--- src/rtl/micro_sequencer.sv ---
// Writable-control-store microprogram sequencer: one microinstruction per clock,
// with dispatch tables, conditional branch and a small call/return stack.
module micro_sequencer #(
  parameter int UADDR_W     = 6,
  parameter int CTRL_W      = 16,
  parameter int OP_W        = 6,
  parameter int COND_W      = 4,
  parameter int STACK_DEPTH = 2,
  localparam int CSEL_W     = $clog2(COND_W),
  localparam int MW         = CTRL_W + 3 + CSEL_W + UADDR_W
) (
  input  logic                clk,
  input  logic                rst_n,
  input  logic                stall,
  input  logic [OP_W-1:0]     op_code,
  input  logic [COND_W-1:0]   cond,
  input  logic                cs_we,
  input  logic [UADDR_W-1:0]  cs_waddr,
  input  logic [MW-1:0]       cs_wdata,
  input  logic                dt_we,
  input  logic                dt_sel,
  input  logic [OP_W-1:0]     dt_waddr,
  input  logic [UADDR_W-1:0]  dt_wdata,
  output logic [CTRL_W-1:0]   ctrl,
  output logic [UADDR_W-1:0]  uaddr,
  output logic                stack_err
);

  localparam int SP_W  = $clog2(STACK_DEPTH + 1);
  // Stack storage is rounded up so the sp register indexes it without truncation.
  localparam int STK_N = 2 ** SP_W;
  localparam logic [SP_W-1:0] SP_FULL = SP_W'(STACK_DEPTH);

  typedef enum logic [2:0] {
    SEQ_NEXT   = 3'd0,
    SEQ_FETCH  = 3'd1,
    SEQ_DISP1  = 3'd2,
    SEQ_DISP2  = 3'd3,
    SEQ_JUMP   = 3'd4,
    SEQ_BRANCH = 3'd5,
    SEQ_CALL   = 3'd6,
    SEQ_RET    = 3'd7
  } seq_e;

  logic [MW-1:0]      r_cs    [2**UADDR_W];
  logic [UADDR_W-1:0] r_dt1   [2**OP_W];
  logic [UADDR_W-1:0] r_dt2   [2**OP_W];
  logic [UADDR_W-1:0] r_stack [STK_N];

  logic [UADDR_W-1:0] r_upc;
  logic [SP_W-1:0]    r_sp;
  logic               r_err;

  logic [MW-1:0]      w_mw;
  seq_e               w_seq;
  logic [CSEL_W-1:0]  w_csel;
  logic [UADDR_W-1:0] w_naddr;
  logic [UADDR_W-1:0] w_inc;
  logic [UADDR_W-1:0] w_upc_next;
  logic [SP_W-1:0]    w_sp_next;
  logic               w_err_next;
  logic               w_push;

  // Asynchronous read keeps ctrl in the same cycle as uPC.
  assign w_mw    = r_cs[r_upc];
  assign w_seq   = seq_e'(w_mw[UADDR_W+CSEL_W +: 3]);
  assign w_csel  = w_mw[UADDR_W +: CSEL_W];
  assign w_naddr = w_mw[UADDR_W-1:0];
  assign w_inc   = r_upc + UADDR_W'(1);

  always_comb begin
    w_upc_next = r_upc;
    w_sp_next  = r_sp;
    w_err_next = r_err;
    w_push     = 1'b0;
    if (!stall) begin
      case (w_seq)
        SEQ_NEXT:   w_upc_next = w_inc;
        SEQ_FETCH:  w_upc_next = '0;
        SEQ_DISP1:  w_upc_next = r_dt1[op_code];
        SEQ_DISP2:  w_upc_next = r_dt2[op_code];
        SEQ_JUMP:   w_upc_next = w_naddr;
        SEQ_BRANCH: w_upc_next = cond[w_csel] ? w_naddr : w_inc;
        SEQ_CALL: begin
          if (r_sp == SP_FULL) begin
            w_upc_next = '0;
            w_err_next = 1'b1;
          end else begin
            w_push     = 1'b1;
            w_sp_next  = r_sp + SP_W'(1);
            w_upc_next = w_naddr;
          end
        end
        SEQ_RET: begin
          if (r_sp == '0) begin
            w_upc_next = '0;
            w_err_next = 1'b1;
          end else begin
            w_sp_next  = r_sp - SP_W'(1);
            w_upc_next = r_stack[r_sp - SP_W'(1)];
          end
        end
      endcase
    end
  end

  always_ff @(posedge clk or negedge rst_n) begin
    if (!rst_n) begin
      r_upc <= '0;
      r_sp  <= '0;
      r_err <= 1'b0;
    end else begin
      r_upc <= w_upc_next;
      r_sp  <= w_sp_next;
      r_err <= w_err_next;
    end
  end

  // Stack contents need no reset: clearing sp is enough to discard them.
  always_ff @(posedge clk) begin
    if (w_push) r_stack[r_sp] <= w_inc;
  end

  always_ff @(posedge clk) begin
    if (cs_we) r_cs[cs_waddr] <= cs_wdata;
    if (dt_we && !dt_sel) r_dt1[dt_waddr] <= dt_wdata;
    if (dt_we && dt_sel)  r_dt2[dt_waddr] <= dt_wdata;
  end

  assign ctrl      = (rst_n && !stall) ? w_mw[MW-1 -: CTRL_W] : '0;
  assign uaddr     = r_upc;
  assign stack_err = r_err;

endmodule

--- config.mk ---
export PLATFORM = sky130hd
export DESIGN_NAME = micro_sequencer
export DESIGN_NICKNAME = d
export VERILOG_FILES = /design/src/rtl/micro_sequencer.sv
export SDC_FILE = /design/constraint.sdc
export NUM_CORES = 2
export LEC_CHECK = 0
export ABC_CLOCK_PERIOD_IN_PS = 9400
export CAP_MARGIN = 15
export CORE_MARGIN = 2
export CORE_UTILIZATION = 60
export DETAILED_ROUTE_END_ITERATION = 7
export GPL_TIMING_DRIVEN = 1
export HOLD_SLACK_MARGIN = 0.06
export PLACE_DENSITY = 0.76
export SKIP_LAST_GASP = 1
export SYNTH_ARGS = -nofsm -noshare
export SYNTH_HDL_FRONTEND = slang
export SYNTH_SLANG_ARGS = --single-unit
--- constraint.sdc ---
create_clock -name clk -period 9.4 [get_ports clk]
set_input_delay 1.41 -clock clk [delete_from_list [all_inputs] [get_ports clk]]
set_output_delay 1.41 -clock clk [all_outputs]
set_load 0.05 [all_outputs]
# After elaboration in Yosys (flattened, before gate mapping)
# Memory sizes are Yosys's and may differ from the RTL's.
# Index checks and enable logic that the tools add are counted.
# totals
ff_bits	9
ramBits	2520
inputBits	61
wordCells	58
memories	4
# mem_list
name	words	word_bits	rd	rd_ports_with_merged_regs	wr	line_no	source
r_cs	64	27	1	0	1	45	logic [MW-1:0] r_cs [2**UADDR_W];
r_dt1	64	6	1	0	1	46	logic [UADDR_W-1:0] r_dt1 [2**OP_W];
r_dt2	64	6	1	0	1	47	logic [UADDR_W-1:0] r_dt2 [2**OP_W];
r_stack	4	6	1	0	1	48	logic [UADDR_W-1:0] r_stack [STK_N];
# op_classes
add_sub_neg	3
order_cmp	1
n_eq_ne	12
muxes	24
bitwise_logic	1
n_reduce_logical	10
# ops
op	count
case mux 6 bit (8 select lines)	1
two-way mux 6 bit	3
two-way mux 16 bit	1
two-way mux 1 bit	14
equality test 3 bit (second input constant)	4
!= test 2 bit (second input constant)	4
AND reduction 4 bit	2
adder 6 x 1 -> 6 bit (second input constant)	1
equality test 3 x 2 -> 1 bit (second input constant)	2
two-way mux 2 bit	2
case mux 2 bit (2 select lines)	1
equality test 3 x 1 -> 1 bit (second input constant)	1
logical AND 1 bit	3
logical NOT 3 bit	1
less-than comparator 2 x 3 -> 1 bit (second input constant)	1
adder 2 x 1 -> 2 bit (second input constant)	1
binary-select mux 1 bit (select 2 bit)	1
equality test 2 bit (second input constant)	1
logical NOT 1 bit	2
logical NOT 2 bit	1
case mux 1 bit (2 select lines)	1
nonzero test 2 bit	1
subtractor 2 x 1 -> 2 bit (second input constant)	1
inverter 1 bit	1

# Depth between registers and ports, before layout
# depth
word_depth	6
depth_mapped	14

# Least setup slack after synthesis
# OpenSTA, ideal clock, no wires.
# synth_timing
path_type	flip-flop to output port
start	register r_upc[0] (netlist: uaddr[0])
end	output port ctrl[0]
t_arrival_ns	3.894
required_time_ns	7.990
slack_ns	4.096
path_stages_with_launch	11
cell_sequence	dfrtp_1 > buf_4 > buf_4 > buf_6 > buf_4 > clkbuf_1 > buf_2 > mux4_2 > mux4_2 > mux4_2 > nor2b_1
# synth_via
elab_chain_len	2
# synth_rtl
item	line_no	source
from (decl)	50	logic [UADDR_W-1:0] r_upc;
from (signal assigned)	113	r_upc <= w_upc_next;
memory read (64 x 27 bit)	--	
two-way mux 16 bit	130	assign ctrl = (rst_n && !stall) ? w_mw[MW-1 -: CTRL_W] : '0;
to (decl)	24	output logic [CTRL_W-1:0] ctrl,
# No other way between the ends.

# Final worst setup path
# layout_timing
start	register r_upc[1] (netlist: uaddr[1])
end	output port ctrl[0]
# Same word-level chain as after synthesis.

==> flow_summary.json <==
{
  "run_status": "complete, no violations",
  "ir_worst_vdd_v": 0.000245,
  "ys_ff_latch": 2529,
  "dieWidth_um": 407,
  "final.setup_skew_ps": 30.4,
  "placement.cell_area_um2": 101000,
  "post_cts_resize_count": 0,
  "worst_hold_path_type": "flop to flop",
  "pre_cts_slack_ps": 3260,
  "yosys_warnings": 0,
  "ys_dominant_reg_cell": "edfxtp_1",
  "grt-ovfl-total": 0,
  "netlist_area_um2": 97400,
  "p_per_area_nw_per_um2": 265,
  "antenna_found_initial": 11,
  "combinationalPowerShare_pct": 22.7,
  "synth_async_sr_flop_share_pct": 0.356,
  "switching_share_pct": 27.3,
  "critical_path.cell_chain": "buf_4 -> mux4_2 -> mux4_2 -> mux4_2 -> nor2b_1 -> clkdlybuf4s50_1",
  "setup_ws_ps": 2630,
  "tritoncts_clock_tree": "built",
  "pwr-share-clk_pct": 33.1,
  "buffer_ports.inserted": 83,
  "dr_total_vias": 47800,
  "grt_pass1_wl_um": 353000,
  "max_freq_mhz": 148,
  "min_period_over_period_pct": 72.0,
  "cpMostUsedCell": "mux4_2",
  "clock_tree.root_cell": "clkbuf_16",
  "detail_route.vias_per_cell": 7.03,
  "setup.worst_path.end_class": "output pin",
  "cp_data_arrival_time_ps": 5360,
  "syn-mean-instance-area_um2": 23.0,
  "dp.final_hpwl_um": 129000,
  "count_of_maximum_capacitance_violations": 0,
  "core.rowCount": 147,
  "track_usage_pct": 30.6,
  "numCtsBuffers": 232,
  "synth-seq-area-share_pct": 77.9,
  "synth.lib_cells_used.distinct": 65,
  "die_area_um2": 166000,
  "slowest_stage": "dfrtp_4",
  "post_drt_wl_per_cell_um": 36.3,
  "static-leakage-power_nw": 33.6,
  "fin_setup_tns_ps": 0,
  "critPathTopFamily": "buffers and inverters",
  "clock_insertion_delay_worst_skew_ps": 850,
  "hold_viol_final": 0,
  "worstPathRequired_ps": 7990,
  "timing.critical_path.from_type": "flop",
  "setup_viols_final": 0,
  "design.core.area_um2": 161000,
  "max-clock-path-buffers": 3,
  "final_layout_size_suffix_gt1_share_pct": 27.6,
  "dr.first_iter.drc_count": 7488,
  "power.switching_mw": 7.90,
  "grt_max_degree": 129,
  "cts_sinks": 2529,
  "finalWorstPathRequiredPeriod_ps": 6770,
  "layout_common_cells": "edfxtp_1 (2,520), mux4_2 (699), clkbuf_16 (235), nor2_1 (164), buf_4 (107)",
  "layout-area-overhead-vs-synth_pct": 11.9,
  "cp_max_fo": 56,
  "cellInternalPower_mw": 21.0,
  "worst-slew-pin-transition_ps": 1190,
  "grt_setup_unrepaired": "no",
  "seqPwrFrac_pct": 44.1,
  "worst_setup_hold_path_clk_slew_ps": 60,
  "synth-edff-count": 2520,
  "critical-path-max-stage-delay_ps": 1130,
  "slew_violations": 0,
  "num_io_pins": 84,
  "initial_utilization_pct": 60.5,
  "routabilityCongestion": 0.856,
  "dr.pass1.iters": 5,
  "drt_wl_total_um": 247000,
  "die_y_um": 407,
  "cts_max_level": 4,
  "postCtsHoldBufs": 0,
  "final_common_cell": "edfxtp_1",
  "finalInstanceArea_um2": 109000,
  "critical_path.n_buffers_inverters": 2,
  "syn_inst": 4236,
  "critPathKind": "flop to output pin",
  "slew-limit-headroom_pct": 20.5,
  "post_cts.repair.setup_buffers": 0,
  "drtAntennaViolNets": 0,
  "drc_errors": 0,
  "fin_nets": 4507,
  "first_global_vias": 49000
}
## synth_stat cells, types with 9 or more instances
cell      number  area, um^2
mux4_2       699       15700
nor2b_1       35         219
nor3_1         9        45.0
buf_1         24        90.1
buf_2         66         330
clkbuf_1     123         462
a211oi_1      24         180
a221oi_1      15         131
a21oi_1       30         150
buf_4         13        97.6
and2_1        15        93.8
nand3b_1       9        67.6
edfxtp_1    2520       75700
a22oi_1       56         420
nand2_1       53         199
dfrtp_1        9         225
inv_1         16        60.1
mux2i_1       67         671
mux2_2        17         191
nand3_1       22         110
nor2_1       228         856
o22ai_1       58         363
o211ai_1       9        67.6
o21ai_0       20         100
## sequential cells by signal, summed over array words and instances, names as in the netlist
signal,count
r_cs,1728
r_dt1,384
r_dt2,384
r_sp,2
r_stack,24
stack_err,1
uaddr,6
## power by group through the flow
stage	clock (mW)	sequential, mW	combinational (mW)
4_1_cts	9.64	12.8	6.54
2_1_floorplan	0	12.9	4.58
5_1_grt	10.0	12.8	6.82
3_5_place_dp	0	13.0	6.39
3_3_place_gp	0	13.0	6.31
6_report	9.58	12.8	6.58
## routing by layer
layer  up-vias  GRT usage (%)  wire [um]
met5         -              0         59
met1     25200           39.7      83800
li1      18500              -          -
met3       674           6.34      26100
met2      3388           50.7     125000
met4        10           13.2      12200
## cells by family after synthesis
logic type	count (synthesis)	synth area share (%)
flip-flops	2529	77.9
XOR/XNOR	5	0.0450
AND/OR/NAND/NOR	406	1.90
buffers and inverters	247	1.12
AO/OA/AOI/OAI	259	1.86
multiplexers	784	17.1
adder cells (fa/ha/maj)	5	0.0642
other	1	0.00385
## worst reg2reg max path, stage by stage (launching register included)
cell and delay [ps]:
dfrtp_4 1020, buf_4 760, and2_1 630, a22oi_1 200, a211oi_1 570, nor4_4 80, buf_4 220, mux2_1 330
a2111oi_0 930, a2111o_1 250, a2111o_1 120, o221a_2 170
## worst paths after layout
| kind | from | endpoint | slack [ps] | cells past startpoint |
|---|---|---|---|---|
| setup / recovery | uaddr[1] | ctrl[0] | 2630 | 6 |
| hold / removal | stack_err | stack_err | 550 | 1 |
| setup reg to reg | uaddr[2] | uaddr[2] | 4060 | 11 |
| hold reg to reg | stack_err | stack_err | 550 | 1 |
| max in group asynchronous | rst_n | uaddr[0] | 8130 | 1 |
| min in group asynchronous | rst_n | r_sp[1] | 890 | 1 |
## area by class of cell
| type | instances | area (um^2) |
|---|---|---|
| sequential | 2529 | 75900 |
| clock buffer | 272 | 6020 |
| fill | 9358 | 52000 |
| antenna | 3 | 7.51 |
| clock inverter | 157 | 1700 |
| multi-input combinational | 1465 | 20900 |
| inverter | 17 | 68.8 |
| tap | 2160 | 2700 |
| timing repair buffer | 196 | 1680 |
## stage by stage
stage | total power [mW] | hold WS (ps) | util, % | std cells
3_3_place_gp | 19.3 | 566 | 62.9 | 6365
6_report | 28.9 | 550 | 67.7 | 6799
2_1_floorplan | 17.4 | 650 | - | 4241
4_1_cts | 28.9 | 576 | 67.7 | 6794
3_5_place_dp | 19.4 | 562 | 62.9 | 6365
5_1_grt | 29.6 | 561 | 67.7 | 6797
(Power assumes the default switching activity.)
